## src/rtl/change_pkg.sv

```systemverilog
// Shared types for the change dispenser: FSM states, denomination select codes and coin values.
package change_pkg;

  typedef enum logic [2:0] {
    ST_IDLE,
    ST_SELECT,
    ST_PULSE,
    ST_GAP,
    ST_DONE,
    ST_FAULT
  } state_e;

  typedef enum logic [1:0] {
    SEL_NONE,
    SEL_10,
    SEL_5,
    SEL_1
  } denom_e;

  localparam int unsigned DENOM_10 = 10;
  localparam int unsigned DENOM_5  = 5;
  localparam int unsigned DENOM_1  = 1;
  localparam int unsigned TALLY_W  = 16;

  function automatic int unsigned denom_value(denom_e d);
    case (d)
      SEL_10:  return DENOM_10;
      SEL_5:   return DENOM_5;
      SEL_1:   return DENOM_1;
      default: return 0;
    endcase
  endfunction

endpackage

```

## src/rtl/pulse_timer.sv

```systemverilog
// Loadable down-counter; expired_o is high while the count sits at zero.
module pulse_timer #(
  parameter int CNT_W = 3
) (
  input  logic             clk,
  input  logic             rst_n,
  input  logic             load_i,
  input  logic [CNT_W-1:0] load_val_i,
  output logic             expired_o
);

  logic [CNT_W-1:0] cnt_q, cnt_d;

  // NOTE: every combinational output gets a default first so no path can infer a latch.
  always_comb begin
    cnt_d = cnt_q;
    if (load_i) begin
      cnt_d = load_val_i;
    end else if (cnt_q != '0) begin
      cnt_d = cnt_q - 1'b1;
    end
  end

  // NOTE: sequential state uses non-blocking assignments so all registers update together.
  always_ff @(posedge clk or negedge rst_n) begin
    if (!rst_n) begin
      cnt_q <= '0;
    end else begin
      cnt_q <= cnt_d;
    end
  end

  assign expired_o = (cnt_q == '0);

endmodule

```

## src/rtl/change_dispenser.sv

```systemverilog
// Pays a change amount as timed 10/5/1-yuan hopper pulses, substituting smaller coins when a hopper is empty.
// Optional: define CHANGE_TALLY_EN to add the saturating total_paid counter port.
module change_dispenser
  import change_pkg::*;
#(
  parameter int AMT_W     = 8,
  parameter int INV_W     = 6,
  parameter int PULSE_CYC = 4,
  parameter int GAP_CYC   = 4,
  parameter int INIT_10   = 10,
  parameter int INIT_5    = 10,
  parameter int INIT_1    = 20
) (
  input  logic             clk,
  input  logic             rst_n,
  input  logic             start,
  input  logic [AMT_W-1:0] amount,
  input  logic             refill,
  output logic             busy,
  output logic             coin10_out,
  output logic             coin5_out,
  output logic             coin1_out,
  output logic             done,
  output logic             short,
  output logic [AMT_W-1:0] remaining,
  output logic [INV_W-1:0] inv10,
  output logic [INV_W-1:0] inv5,
  output logic [INV_W-1:0] inv1
`ifdef CHANGE_TALLY_EN
  ,
  output logic [TALLY_W-1:0] total_paid
`endif
);

  localparam int TMR_MAX = (PULSE_CYC > GAP_CYC) ? PULSE_CYC : GAP_CYC;
  localparam int TMR_W   = $clog2(TMR_MAX + 1);
  localparam logic [TMR_W-1:0] PULSE_LOAD = TMR_W'(PULSE_CYC - 1);
  localparam logic [TMR_W-1:0] GAP_LOAD   = TMR_W'(GAP_CYC - 1);
  localparam logic [AMT_W-1:0] D10 = AMT_W'(DENOM_10);
  localparam logic [AMT_W-1:0] D5  = AMT_W'(DENOM_5);
  localparam logic [AMT_W-1:0] D1  = AMT_W'(DENOM_1);
  localparam logic [INV_W-1:0] INV10_INIT = INV_W'(INIT_10);
  localparam logic [INV_W-1:0] INV5_INIT  = INV_W'(INIT_5);
  localparam logic [INV_W-1:0] INV1_INIT  = INV_W'(INIT_1);

  state_e           state_q, state_d;
  denom_e           sel_q, sel_d, sel_pick;
  logic [AMT_W-1:0] rem_q, rem_d;
  logic [INV_W-1:0] inv10_q, inv10_d, inv5_q, inv5_d, inv1_q, inv1_d;
  logic             short_q, short_d;
  logic             busy_q, done_q, coin10_q, coin5_q, coin1_q;
  logic             tmr_load, tmr_expired;
  logic [TMR_W-1:0] tmr_val;

  pulse_timer #(.CNT_W(TMR_W)) u_timer (
    .clk        (clk),
    .rst_n      (rst_n),
    .load_i     (tmr_load),
    .load_val_i (tmr_val),
    .expired_o  (tmr_expired)
  );

  // Largest coin that fits the unpaid amount and is still in stock.
  always_comb begin
    sel_pick = SEL_NONE;
    if (rem_q >= D10 && inv10_q != '0) begin
      sel_pick = SEL_10;
    end else if (rem_q >= D5 && inv5_q != '0) begin
      sel_pick = SEL_5;
    end else if (rem_q >= D1 && inv1_q != '0) begin
      sel_pick = SEL_1;
    end
  end

  always_comb begin
    state_d  = state_q;
    sel_d    = sel_q;
    rem_d    = rem_q;
    inv10_d  = inv10_q;
    inv5_d   = inv5_q;
    inv1_d   = inv1_q;
    short_d  = short_q;
    tmr_load = 1'b0;
    tmr_val  = '0;
    case (state_q)
      ST_IDLE: begin
        if (refill) begin
          inv10_d = INV10_INIT;
          inv5_d  = INV5_INIT;
          inv1_d  = INV1_INIT;
          short_d = 1'b0;
        end
        if (start) begin
          rem_d   = amount;
          short_d = 1'b0;
          state_d = ST_SELECT;
        end
      end
      ST_SELECT: begin
        if (rem_q == '0) begin
          state_d = ST_DONE;
        end else if (sel_pick == SEL_NONE) begin
          state_d = ST_FAULT;
        end else begin
          sel_d    = sel_pick;
          state_d  = ST_PULSE;
          tmr_load = 1'b1;
          tmr_val  = PULSE_LOAD;
        end
      end
      ST_PULSE: begin
        if (tmr_expired) begin
          rem_d = rem_q - AMT_W'(denom_value(sel_q));
          case (sel_q)
            SEL_10:  inv10_d = inv10_q - 1'b1;
            SEL_5:   inv5_d  = inv5_q - 1'b1;
            SEL_1:   inv1_d  = inv1_q - 1'b1;
            default: ;
          endcase
          state_d  = ST_GAP;
          tmr_load = 1'b1;
          tmr_val  = GAP_LOAD;
        end
      end
      ST_GAP: begin
        if (tmr_expired) state_d = ST_SELECT;
      end
      ST_DONE: state_d = ST_IDLE;
      ST_FAULT: begin
        short_d = 1'b1;
        state_d = ST_IDLE;
      end
      default: state_d = ST_IDLE;
    endcase
  end

  // Outputs are registered from next-state so the coin lines are glitch-free and
  // track the PULSE state exactly; done trails DONE/FAULT by one cycle.
  always_ff @(posedge clk or negedge rst_n) begin
    if (!rst_n) begin
      state_q  <= ST_IDLE;
      sel_q    <= SEL_NONE;
      rem_q    <= '0;
      inv10_q  <= INV10_INIT;
      inv5_q   <= INV5_INIT;
      inv1_q   <= INV1_INIT;
      short_q  <= 1'b0;
      busy_q   <= 1'b0;
      done_q   <= 1'b0;
      coin10_q <= 1'b0;
      coin5_q  <= 1'b0;
      coin1_q  <= 1'b0;
    end else begin
      state_q  <= state_d;
      sel_q    <= sel_d;
      rem_q    <= rem_d;
      inv10_q  <= inv10_d;
      inv5_q   <= inv5_d;
      inv1_q   <= inv1_d;
      short_q  <= short_d;
      busy_q   <= (state_d != ST_IDLE);
      done_q   <= (state_q == ST_DONE) || (state_q == ST_FAULT);
      coin10_q <= (state_d == ST_PULSE) && (sel_d == SEL_10);
      coin5_q  <= (state_d == ST_PULSE) && (sel_d == SEL_5);
      coin1_q  <= (state_d == ST_PULSE) && (sel_d == SEL_1);
    end
  end

`ifdef CHANGE_TALLY_EN
  logic [TALLY_W-1:0] total_q, total_d;
  logic [TALLY_W:0]   total_sum;

  always_comb begin
    total_sum = {1'b0, total_q} + (TALLY_W + 1)'(denom_value(sel_q));
    total_d   = total_q;
    if (state_q == ST_PULSE && tmr_expired) begin
      total_d = total_sum[TALLY_W] ? '1 : total_sum[TALLY_W-1:0];
    end
  end

  always_ff @(posedge clk or negedge rst_n) begin
    if (!rst_n) begin
      total_q <= '0;
    end else begin
      total_q <= total_d;
    end
  end

  assign total_paid = total_q;
`endif

  assign busy       = busy_q;
  assign done       = done_q;
  assign short      = short_q;
  assign remaining  = rem_q;
  assign inv10      = inv10_q;
  assign inv5       = inv5_q;
  assign inv1       = inv1_q;
  assign coin10_out = coin10_q;
  assign coin5_out  = coin5_q;
  assign coin1_out  = coin1_q;

endmodule

```

## config.mk

```make
export PLATFORM = sky130hd
export DESIGN_NAME = change_dispenser
export DESIGN_NICKNAME = d
export VERILOG_FILES = /design/src/rtl/change_pkg.sv /design/src/rtl/pulse_timer.sv /design/src/rtl/change_dispenser.sv
export SDC_FILE = /design/constraint.sdc
export NUM_CORES = 1
export LEC_CHECK = 0
export ABC_AREA = 1
export BUFFER_PORTS_ARGS = -buffer_cell sky130_fd_sc_hd__buf_2
export CAP_MARGIN = 20
export CORE_MARGIN = 1.5
export CORE_UTILIZATION = 30
export CTS_CLUSTER_DIAMETER = 80
export CTS_CLUSTER_SIZE = 12
export DETAILED_ROUTE_END_ITERATION = 12
export PLACE_DENSITY = 0.55
export SYNTH_ARGS = -nofsm -noshare
export SYNTH_HDL_FRONTEND = slang
export SYNTH_SLANG_ARGS = --single-unit
```

## constraint.sdc

```tcl
create_clock -name clk -period 4 [get_ports clk]
set_input_delay 0.4 -clock clk [delete_from_list [all_inputs] [get_ports clk]]
set_output_delay 0.4 -clock clk [all_outputs]
set_load 0.005 [all_outputs]
```

# Word-level counts from Yosys, hierarchy flattened
# Index checks and enable logic that the tools add are counted.
[totals]
reg_bits = 40
inputBits = 12
output_inout_bits = 32
word_cells = 106
[op_classes]
n_addsub = 5
magnitude_cmp = 3
eq_ne = 19
n_mux = 42
n_reduce_logical = 24
[op_table]
columns = ["op", "count"]
rows = [
  ["6-bit 2-to-1 mux", 8],
  ["6-bit case mux with 2 select lines", 3],
  ["8-bit 2-to-1 mux", 4],
  ["3-bit 2-to-1 mux", 7],
  ["2-bit 2-to-1 mux", 9],
  ["6-bit nonzero test", 3],
  ["6-bit by 1-bit subtractor with 6-bit output (second input constant)", 3],
  ["8-bit case mux with 2 select lines", 1],
  ["3-bit case mux with 4 select lines", 1],
  ["4-bit case mux with 3 select lines", 1],
  ["4-bit AND reduction", 3],
  ["3-bit by 2-bit == test with 1-bit output (second input constant)", 3],
  ["2-bit == test (second input constant)", 4],
  ["8-bit by 1-bit >= comparator with 1-bit output (second input constant)", 1],
  ["8-bit by 3-bit >= comparator with 1-bit output (second input constant)", 1],
  ["8-bit by 4-bit >= comparator with 1-bit output (second input constant)", 1],
  ["8-bit zero test", 1],
  ["2-bit != test (second input constant)", 4],
  ["8-bit subtractor", 1],
  ["3-bit == test (second input constant)", 2],
  ["1-bit logical AND", 6],
  ["3-bit zero test", 2],
  ["2-bit nonzero test", 3],
  ["3-bit nonzero test", 2],
  ["other kinds (12)", 19],
]

# Logic depth before layout (Yosys ltp)
# Gate-level depths: netlist of run 1.
[logic_depth]
depth_word = 11
mapped_depth = 12
mapped_depth_nobuf = 12

# By module
# A second synthesis of run 1 with hierarchy kept.
[hier_totals]
hier_cells = 298
hier_area_um2 = 2353.5
[by_module_without_submodules]
columns = ["module", "instances", "cells_per_inst", "area_per_inst_um2", "seq_area_each_um2"]
rows = [
  ["change_dispenser", 1, 266, 2145.8, 933.4],
  ["pulse_timer", 1, 32, 207.7, 75.1],
]

# Least setup slack after synthesis of run 1
# Ideal clock, no wire load.
[synth_timing]
kind = "register -> register"
from = "reg sel_q[0]"
to = "reg rem_q[6] (netlist: remaining[6])"
setup_ns = 0.121
t_arrival_ns = 1.684
required_ns = 3.879
setup_slack_ns = 2.195
path_stages_with_launch = 12
path_buffers = 0
period_less_slack_ns = 1.805
path_cell_list = "dfrtp_1 > inv_1 > nor2_1 > inv_1 > ha_1 > a21oi_1 > nand2_1 > nor2_1 > nand2_1 > nand2_1 > nand2_1 > a22o_1"
[synth_between]
elab_chain_len = 7
elab_cells_between_ends = 9
cone_classes = "add/sub: 1; eq/ne: 3; mux: 5"
[synth_lines]
columns = ["element", "line", "rtl"]
rows = [
  ["from (decl)", "change_dispenser.sv:47", "denom_e sel_q, sel_d, sel_pick;"],
  ["from (signal assigned)", "change_dispenser.sv:155", "sel_q <= sel_d;"],
  ["2-bit == test or 2-bit by 1-bit == test with 1-bit output (tied branches)", "change_pkg.sv:26", "case (d)"],
  ["4-bit case mux with 3 select lines *", "change_pkg.sv:26", ""],
  ["8-bit 2-to-1 mux *", "change_dispenser.sv:112", "if (tmr_expired) begin"],
  ["8-bit 2-to-1 mux *", "change_dispenser.sv:85", "case (state_q)"],
  ["8-bit subtractor *", "change_dispenser.sv:113", "rem_d = rem_q - AMT_W'(denom_value(sel_q));"],
  ["8-bit 2-to-1 mux *", "change_dispenser.sv:112", ""],
  ["8-bit case mux with 2 select lines *", "change_dispenser.sv:85", ""],
  ["to (signal assigned)", "change_dispenser.sv:156", "rem_q <= rem_d;"],
  ["to (decl)", "change_dispenser.sv:48", "logic [AMT_W-1:0] rem_q, rem_d;"],
]
# Mark *: on every way between the ends. The rest lies on a longest branch, timed or not. The select of a mux whose other input is x is not followed.
# A chain may end at the register's enable or synchronous reset.

# Final worst setup path of run 1
# Ends and elaborated chain as after synthesis.

==> impl_metrics.env, run 1 <==
export IMPL_grt_start_max_net_pins=41
export IMPL_viasPerCell=4.67
export IMPL_finalPower_mw=2.38
export IMPL_end_kind="flop"
export IMPL_ys_ff_latch=40
export IMPL_ys_seq_area_share_pct=42.5
export IMPL_cp_cell_sequence="inv_1 > nor2_1 > inv_1 > ha_1 > a21oi_1 > nand2_1 > nor2_1 > nand2_1 > nand2_1 > nand2_1 > a22o_1"
export IMPL_place_gp_congestion=0.776
export IMPL_yosys_area_top_type_share_pct=35.8
export IMPL_io_buffers=43
export IMPL_clkLatencyLatePin_ns=0.30
export IMPL_synth_edf_count=0
export IMPL_synth_area_per_cell_um2=7.97
export IMPL_cts_num_sinks=40
export IMPL_synthTopCellsByArea="dfrtp_1 (36%), nand2_1 (9.3%), dfstp_2 (6.6%)"
export IMPL_cts_tree="built"
export IMPL_finalClockSkew_ns=0.00877
export IMPL_drt_total_wl_um=5470
export IMPL_grt_pass1_vias=2052
export IMPL_cts_buffers=5
export IMPL_die_area_mm2=0.00846
export IMPL_io_pins=44
export IMPL_synthCells=298
export IMPL_firstDrtPassIters=4
export IMPL_ys_types=37
export IMPL_holdCritPathClass="in2async"
export IMPL_fin_crit_ns=2.07
export IMPL_vdd_ir_drop_max_mv=0.300
export IMPL_setup_tns_final_ns=0
export IMPL_root_buffer="clkbuf_8"
export IMPL_synth_async_reset_ratio_pct=100
export IMPL_htreeDepth=2
export IMPL_cp_common_cell="nand2_1"
export IMPL_drt_iter0_markers=114
export IMPL_syn_nets=320
export IMPL_rrSetupSlack_ns=1.93
export IMPL_cp_data_required_time_ns=4.19
export IMPL_hold_violations=0
export IMPL_worst_slew_pin_slew_ns=0.949
export IMPL_hold_worst_slack_ns=0.242
export IMPL_yosysTopAreaCell="dfrtp_1"
export IMPL_num_rows=32
export IMPL_dr_total_vias=2085
export IMPL_post_route_period_util_pct=51.8
export IMPL_worst_setup_path_start_kind="flop"
export IMPL_path_class="reg2reg"
export IMPL_status="finished clean"
export IMPL_track_usage_pct=14.2
export IMPL_finalSetupViolCount=0
export IMPL_relSlewSlack_pct=36.8
export IMPL_postCtsSetupBuffers=0
export IMPL_globalRoute_totalOverflow=0
export IMPL_r2r_cells=11
export IMPL_slowest_stage="dfrtp_1"
export IMPL_clkTransAtPathRegs_ns=0.08
export IMPL_ctsResizeCount=0
export IMPL_hpwl_um=4080
export IMPL_p_per_area_mw_per_mm2=848
export IMPL_antenna_found_initial=0
export IMPL_p_leak_nw=1.41
export IMPL_syn_area_mm2=0.00237
export IMPL_insertedDiodeCount=0
export IMPL_grt_pass1_wl_um=9380
export IMPL_fmax_ghz=0.483
export IMPL_drc=0
export IMPL_rsz0062_at_grt="no"
export IMPL_crit_arrival_ns=2.27
export IMPL_ctsHoldBuffers=0
export IMPL_dieHeight_um=92.0
export IMPL_die_x_um=92.0
export IMPL_clk_path_buf_depth=2
export IMPL_ys_flop_type="dfrtp_1"
export IMPL_final_net_count=365
export IMPL_critPathMaxStageDelay_ns=0.35
export IMPL_critPathMaxFanout=4
export IMPL_area_growth_pct=18.2
export IMPL_yosysWarnings=0
export IMPL_start_util_pct=30.9
export IMPL_core_mm2=0.00769
export IMPL_slew_viol_final=0
export IMPL_r2r_end="remaining[6]"
export IMPL_drive_gt1_share_pct=24.1
export IMPL_drtAntennaViolNets=0
export IMPL_wl_per_cell_um=12.3
export IMPL_rr_startpoint="sel_q[0]"
export IMPL_drv_cap=0
-- flip-flops by register name (all words and copies together) (netlist names) --
signal / flops
short: 1
coin1_out: 1
coin5_out: 1
inv5: 6
done: 1
sel_q: 2
inv10: 6
state_q: 3
inv1: 6
u_timer.cnt_q: 3
coin10_out: 1
busy: 1
remaining: 8
-- final cells by class --
class,instances,area (um2)
well taps,102,128
flip-flops and latches,40,1010
repair buffers,43,215
clock buffers,6,82.6
clock inverters,2,38.8
fillers,836,4880
inverters,46,173
multi-input cells,207,1160
-- synth_stat cells (all sizes together), types with 2 or more instances --
library cell  instances
dfstp                 6
inv                  46
o21ai                28
a31oi                 2
ha                    9
nand2                64
o31ai                 2
dfrtp                34
o22ai                 2
nor2                 37
o211ai                4
nand4                 6
nand3                29
a21oi                 9
nor3                  3
clkbuf                2
buf                   3
xor2                  4
nor3b                 2
-- cells by family (layout without fill, tap and decap cells) --
group / count (synthesis) / count (layout) / share of synthesized area, %
and+or+nand+nor: 143 / 143 / 28.9
buffers and inverters: 51 / 97 / 8.59
AOI/OAI and AO/OA: 49 / 49 / 12.6
DFF: 40 / 40 / 42.5
adders and majority gates: 10 / 10 / 5.58
xor gates and xnor gates: 5 / 5 / 1.84
-- report_power, final --
| part | switching (mW) | total [mW] | internal [mW] | leakage (nW) |
|---|---|---|---|---|
| logic | 0.793 | 1.27 | 0.475 | 0.865 |
| clock network | 0.158 | 0.363 | 0.204 | 0.0614 |
| registers | 0.150 | 0.751 | 0.601 | 0.485 |
-- critical path, delay by kind of cell (launching register included) --
family          cells  cell delay, ns
buf+inv             2            0.22
flops               1            0.35
compound gates      2            0.43
simple gates        6            0.66
fa+ha+maj           1            0.32
-- cell usage in the layout, fill, tap and decap left out, types with 2 or more instances in the layout --
cell and n:
a21oi_1 9, a31oi_1 2, buf_2 43, clkbuf_8 6
dfrtp_1 34, dfstp_2 6, ha_1 9, inv_1 42
inv_2 4, nand2_1 59, nand2_4 4, nand3_1 28
nand4_1 6, nor2_1 30, nor2_2 5, nor2_4 2
nor3_1 2, nor3b_2 2, o211ai_1 4, o21ai_0 22
o21ai_1 3, o21ai_2 3, o22ai_1 2, xor2_1 4
-- worst max-delay path by stage --
| stage | to | from |
|---|---|---|
| floorplan | remaining[6] | sel_q[0] |
| global placement | coin1_out | state_q[2] |
| detailed placement | remaining[6] | sel_q[0] |
| CTS | coin5_out | state_q[2] |
| global route | coin5_out | state_q[2] |
| finish | remaining[6] | sel_q[0] |
-- metal layers --
layer | GRT usage, % | wire, um
met4 | 5.77 | 88
met2 | 24.0 | 2590
met1 | 17.4 | 2580
met5 | 0 | 0
met3 | 3.07 | 208
-- through the flow --
step | area, um2 | utilization [%] | instances | worst slack [ns]
finish | 2810 | 36.5 | 446 | 1.93
global route | 2810 | 36.5 | 446 | 1.70
CTS | 2810 | 36.5 | 446 | 1.92
detailed placement | 2690 | 34.9 | 438 | 1.94
global placement | 2690 | 34.9 | 438 | 2.04
floorplan | 2370 | - | 298 | 2.19
Power figures use the tool's default switching activity.
==> run 2: changes to the inputs <==
- ABC_AREA: 1 -> 0
- PLACE_DENSITY: 0.55 -> 0.57
- clock period: 4 -> 1.85 ns (I/O delays scaled with it)
==> impl_metrics.env, run 2 <==
export IMPL_drtAntennaViolNets=0
export IMPL_slew_viol_final=0
export IMPL_dieHeight_um=90.9
export IMPL_insertedDiodeCount=0
export IMPL_power_internal_mw=3.67
export IMPL_yosysTopAreaCell="dfrtp_1"
export IMPL_cts_tree="built"
export IMPL_finalSetupViolCount=14
export IMPL_io_buffers=43
export IMPL_hold_violations=0
export IMPL_yosys_area_top_type_share_pct=36.7
export IMPL_viasPerCell=4.69
export IMPL_drt_iter0_markers=75
export IMPL_cp_data_required_time_ns=2.03
export IMPL_switching_share_pct=41.3
export IMPL_clkTransAtPathRegs_ns=0.08
export IMPL_cts_num_sinks=40
export IMPL_track_usage_pct=15.9
export IMPL_violations="negative setup slack"
export IMPL_ys_top_cells_by_count="dfrtp_1 (34), nor2_1 (33), nand2_1 (23), a21oi_1 (15), inv_1 (14)"
export IMPL_synth_area_per_cell_um2=9.16
export IMPL_ys_seq_area_share_pct=43.5
export IMPL_fmax_ghz=0.476
export IMPL_power_frac_comb_pct=66.2
export IMPL_layout_common_cells="buf_4 (67), buf_2 (43), dfrtp_1 (31)"
export IMPL_hold_depth=3
export IMPL_num_rows=31
export IMPL_grt_pass1_vias=2198
export IMPL_drt_total_wl_um=6400
export IMPL_setup_ws_ns=-0.249
export IMPL_end_kind="flop"
export IMPL_worst_setup_path_start_kind="flop"
export IMPL_place_gp_congestion=0.844
export IMPL_post_route_period_util_pct=113
export IMPL_synth_edf_count=0
export IMPL_yosysWarnings=0
export IMPL_final_net_count=393
export IMPL_start_util_pct=31.5
export IMPL_rsz0062_at_grt="yes"
export IMPL_synthTopCellsByArea="dfrtp_1 (37%), dfstp_2 (6.8%), nor2_1 (5.3%)"
export IMPL_grt_start_max_net_pins=22
export IMPL_htreeDepth=2
export IMPL_cts_buffers=5
export IMPL_syn_nets=275
export IMPL_dp_slack_ns=-0.244
export IMPL_worst_slew_pin_slew_ns=0.523
export IMPL_p_switching_mw=2.59
export IMPL_p_per_area_mw_per_mm2=1740
export IMPL_io_pins=44
export IMPL_setup_tns_final_ns=-1.45
export IMPL_die_area_mm2=0.00826
export IMPL_ys_types=52
export IMPL_synthCells=253
export IMPL_synth_async_reset_ratio_pct=100
export IMPL_crit_arrival_ns=2.28
export IMPL_multi_input_area_mm2=0.00147
export IMPL_area_growth_pct=54.7
export IMPL_root_buffer="clkbuf_8"
export IMPL_yosysMostFrequentCell="dfrtp_1"
export IMPL_antenna_found_initial=0
export IMPL_status="complete, but fails checks"
export IMPL_ys_ff_latch=40
export IMPL_final_common_cell="buf_4"
export IMPL_relSlewSlack_pct=65.1
export IMPL_drv_cap=0
export IMPL_largest_reg_flops=8
export IMPL_holdCritPathClass="in2reg"
export IMPL_drive_gt1_share_pct=51.3
export IMPL_clkPwrFrac_pct=9.2
export IMPL_clkLatencyLatePin_ns=0.30
export IMPL_grt_pass1_wl_um=10500
export IMPL_critPathMaxFanout=3
export IMPL_dr_total_vias=2209
export IMPL_r2r_cells=7
export IMPL_ys_flop_type="dfrtp_1"
export IMPL_ff_latch_area_mm2=0.00101
export IMPL_firstDrtPassIters=4
export IMPL_die_x_um=90.9
export IMPL_clk_path_buf_depth=2
export IMPL_finalClockSkew_ns=0.0120
export IMPL_hold_worst_slack_ns=0.136
export IMPL_core_mm2=0.00737
export IMPL_hpwl_um=4510
export IMPL_syn_area_mm2=0.00232
export IMPL_globalRoute_totalOverflow=0
export IMPL_seqPwrFrac_pct=24.6
export IMPL_n_fill_cell=722
export IMPL_wl_per_cell_um=13.6
export IMPL_drc=0
export IMPL_path_class="reg2reg"
export IMPL_vdd_ir_drop_max_mv=0.798
export IMPL_utilization_pct=48.7
export IMPL_fin_crit_ns=2.10
export IMPL_p_leak_nw=1.64
## run 2: changes by cell type after synthesis, moves of 5 or more
| cell | change |
|---|---|
| a21oi_1 | +6 |
| inv_1 | -28 |
| nand2_1 | -36 |
| nand2b_1 | +6 |
| nand3_1 | -21 |
| nand4_1 | -5 |
| nor2_2 | -5 |
| nor2b_1 | +7 |
| nor3_1 | +9 |
| nor4_1 | +5 |
| o21ai_0 | -10 |
## run 2: critical path, cell delays in order, from the launching register on
cell      delay, ns
dfrtp_1        0.41
nand2b_4       0.17
ha_4           0.20
nor2b_1        0.12
o21ai_1        0.16
a21boi_1       0.11
or4b_4         0.53
a311o_1        0.28
## run 2: final cells by class
class | instances | share of cell area, %
Multi-Input combinational cell | 188 | 40.9
Sequential cell | 40 | 28.2
Timing Repair Buffer | 120 | 23.4
Tap cell | 99 | 3.45
Clock buffer | 6 | 2.02
Inverter | 16 | 1.67
Clock inverter | 2 | 0.349
## run 2: power groups by stage
| stage | sequential [mW] | combinational [mW] | clock (mW) |
|---|---|---|---|
| 3_3_place_gp | 1.52 | 3.31 | 0 |
| 5_1_grt | 1.58 | 4.59 | 0.641 |
| 6_report | 1.54 | 4.14 | 0.577 |
| 4_1_cts | 1.51 | 3.72 | 0.605 |
| 2_1_floorplan | 1.63 | 1.71 | 0 |
| 3_5_place_dp | 1.53 | 3.33 | 0 |
## run 2: worst paths after layout
check | startpoint | end | slack [ns]
worst max-delay path | sel_q[1] | remaining[7] | -0.25
worst min register to register | inv10[1] | inv10[1] | 0.53
max in group asynchronous | rst_n | inv1[2] | 0.88
min in group asynchronous | rst_n | inv1[0] | 0.39
worst max register to register | sel_q[1] | remaining[7] | -0.25
worst min-delay path | start | busy | 0.14
## run 2: metrics by stage
| step | cell area [um2] | instances | total power [mW] |
|---|---|---|---|
| after detailed placement | 3130 | 448 | 4.86 |
| after global routing | 3590 | 471 | 6.81 |
| after CTS | 3390 | 465 | 5.84 |
| after floorplan | 2350 | 253 | 3.34 |
| final | 3590 | 471 | 6.26 |
| after global placement | 3130 | 448 | 4.82 |
## run 2: timing repair
action | in CTS | in global routing
pin swaps | 8 | 18
setup buffers | 9 | 8
resized for setup | 27 | 34
hold endpoints to repair | 16 | 0
endpoints found under the setup margin | 26 | 34
hold buffers | 1 | 0
## run 2: cells by family (layout without fill, tap and decap cells)
family                     Yosys count  count (layout)  synth area share, %
and+or+nand+nor                    112             112                 26.1
AOI/OAI and AO/OA                   54              54                 15.9
DFF                                 40              40                 43.5
buffers and inverters               25             144                 4.16
adders and majority gates           10              10                 5.72
xor gates and xnor gates            10              10                 3.78
muxes                                2               2                0.863
## run 2: routing by layer
layer	part of all wire (%)	global-route usage, %	vias up
met5	0	0	-
met4	1.6	5.73	0
met3	3.4	3.70	11
met2	49	25.8	38
met1	46	20.5	1044
li1	-	-	1116
==> run 3: changes to the inputs <==
- ABC_AREA: 0 -> unset
- PLACE_DENSITY: 0.57 -> 0.55
- clock period: 1.85 -> 2.25 ns (I/O delays scaled with it)
==> impl_metrics.env, run 3 (synthesis gave the netlist of run 2 again) <==
export IMPL_status="complete, but fails checks"
export IMPL_violations="negative hold slack"
export IMPL_slew_viol_final=0
export IMPL_io_pins=44
export IMPL_cp_cell_sequence="nand2b_1 > ha_1 > nor2b_1 > o21ai_1 > a21boi_1 > or4b_1 > nor4_1 > a311o_1"
export IMPL_cts_num_sinks=40
export IMPL_hpwl_um=4120
export IMPL_path_class="reg2reg"
export IMPL_drt_iter0_markers=118
export IMPL_worst_slew_pin_slew_ns=0.533
export IMPL_track_usage_pct=14.5
export IMPL_clkTransAtPathRegs_ns=0.08
export IMPL_p_per_area_mw_per_mm2=1430
export IMPL_area_growth_pct=23.6
export IMPL_grt_pass1_vias=1937
export IMPL_critPathMaxFanout=3
export IMPL_worst_setup_path_start_kind="flop"
export IMPL_p_leak_nw=1.32
export IMPL_grt_pass1_wl_um=9610
export IMPL_power_internal_mw=2.39
export IMPL_finalSetupViolCount=0
export IMPL_holdCritPathClass="in2async"
export IMPL_seqPwrFrac_pct=32.8
export IMPL_wl_per_cell_um=13.4
export IMPL_end_kind="flop"
export IMPL_dp_slack_ns=0.0941
export IMPL_crit_cells=8
export IMPL_antenna_found_initial=0
export IMPL_ctsHoldBuffers=0
export IMPL_grt_start_max_net_pins=41
export IMPL_finalClockSkew_ns=0.00377
export IMPL_drtAntennaViolNets=0
export IMPL_root_buffer="clkbuf_8"
export IMPL_fmax_ghz=0.470
export IMPL_drive_gt1_share_pct=30.6
export IMPL_path_buf_inv=0
export IMPL_hold_worst_slack_ns=-0.0205
export IMPL_viasPerCell=4.82
export IMPL_largest_reg_flops=8
export IMPL_final_common_cell="buf_2"
export IMPL_r2r_end="remaining[7]"
export IMPL_setup_ws_ns=0.121
export IMPL_rrSetupSlack_ns=0.12
export IMPL_htreeDepth=2
export IMPL_dieHeight_um=90.9
export IMPL_rr_startpoint="sel_q[1]"
export IMPL_relSlewSlack_pct=64.5
export IMPL_drc=0
export IMPL_globalRoute_totalOverflow=0
export IMPL_n_fill_cell=785
export IMPL_critPathMaxStageDelay_ns=0.49
export IMPL_die_area_mm2=0.00826
export IMPL_clkLatencyLatePin_ns=0.30
export IMPL_firstDrtPassIters=4
export IMPL_cp_data_required_time_ns=2.49
export IMPL_switching_share_pct=41.8
export IMPL_clk_path_buf_depth=2
export IMPL_postCtsSetupBuffers=0
export IMPL_power_frac_comb_pct=51.1
export IMPL_die_x_um=90.9
export IMPL_drt_total_wl_um=5490
export IMPL_core_mm2=0.00737
export IMPL_vdd_ir_drop_max_mv=0.694
export IMPL_r2r_cells=8
export IMPL_start_util_pct=31.5
export IMPL_place_gp_congestion=0.879
export IMPL_insertedDiodeCount=0
export IMPL_io_buffers=43
export IMPL_dr_total_vias=1971
export IMPL_p_switching_mw=1.71
export IMPL_hold_violations=32
export IMPL_clkPwrFrac_pct=16.1
export IMPL_rsz0062_at_grt="yes"
export IMPL_crit_arrival_ns=2.36
export IMPL_final_net_count=331
export IMPL_slowest_stage="or4b_1"
export IMPL_path_delay_family="simple AND/OR/NAND/NOR gates"
export IMPL_cts_buffers=5
export IMPL_fin_crit_ns=2.13
export IMPL_layout_common_cells="buf_2 (43), nor2_1 (33), dfrtp_1 (33)"
export IMPL_num_rows=31
export IMPL_post_route_period_util_pct=94.6
export IMPL_cts_tree="built"
export IMPL_ctsResizeCount=0
export IMPL_drv_cap=0
## run 3: changes by cell type in the layout (fill, tap and decap cells not counted), moves of 3 or more
| cell | before | now |
|---|---|---|
| a21oi_1 | 10 | 15 |
| a21oi_2 | 7 | 4 |
| buf_4 | 67 | 15 |
| buf_6 | 8 | 0 |
| ha_1 | 4 | 9 |
| ha_4 | 3 | 0 |
| nor2_1 | 30 | 33 |
| nor2_4 | 3 | 0 |
| nor3_1 | 7 | 11 |
| nor4_1 | 2 | 5 |
| o21ai_0 | 8 | 11 |
## run 3: worst max path at each step
| stage | start | endpoint | slack (ns) |
|---|---|---|---|
| 4_1_cts | sel_q[1] | remaining[7] | 0.08 |
| 3_3_place_gp | sel_q[1] | remaining[7] | 0.14 |
| 5_1_grt | sel_q[1] | remaining[7] | -0.03 |
| 6_report | sel_q[1] | remaining[7] | 0.12 |
| 2_1_floorplan | sel_q[1] | remaining[7] | 0.08 |
| 3_5_place_dp | sel_q[1] | remaining[7] | 0.09 |
## run 3: final cells by class
type / count / area (um2) / share of cell area, %
Clock buffer: 7 / 96.3 / 3.36
Clock inverter: 1 / 30.0 / 1.05
Inverter: 16 / 60.1 / 2.10
Multi-Input combinational cell: 188 / 1220 / 42.5
Sequential cell: 40 / 1010 / 35.2
Tap cell: 99 / 124 / 4.32
Timing Repair Buffer: 58 / 328 / 11.4
## run 3: power by group through the flow
stage,registers (mW),logic [mW],clock network (mW)
6_report,1.35,2.10,0.660
5_1_grt,1.41,2.38,0.722
4_1_cts,1.34,2.11,0.687
3_5_place_dp,1.35,2.10,0
3_3_place_gp,1.35,2.08,0
2_1_floorplan,1.33,1.36,0
## run 3: worst register-to-register path: stages, from the launching register on
cell and delay (ns):
dfrtp_1 0.38, nand2b_1 0.17, ha_1 0.27, nor2b_1 0.13, o21ai_1 0.14, a21boi_1 0.11
or4b_1 0.49, nor4_1 0.24, a311o_1 0.15
## run 3: metrics by stage
stage	util, %	std cells	cell area [um2]	setup TNS, ns	power, mW
4_1_cts	38.8	409	2860	0	4.14
5_1_grt	38.9	409	2870	-0.0255	4.51
2_1_floorplan	-	253	2320	0	2.69
3_3_place_gp	37.1	401	2730	0	3.43
6_report	38.9	409	2870	0	4.10
3_5_place_dp	37.1	401	2730	0	3.45
## run 3: layer usage
layer  routed length, um  GRT usage [%]  up-vias  part of all wire, %
li1                    -              -      985                    -
met5                   0              0        -                    0
met1                2750           20.0      948                   50
met3                 193           3.03        6                  3.5
met4                  67           3.91        0                  1.2
met2                2480           23.1       32                   45
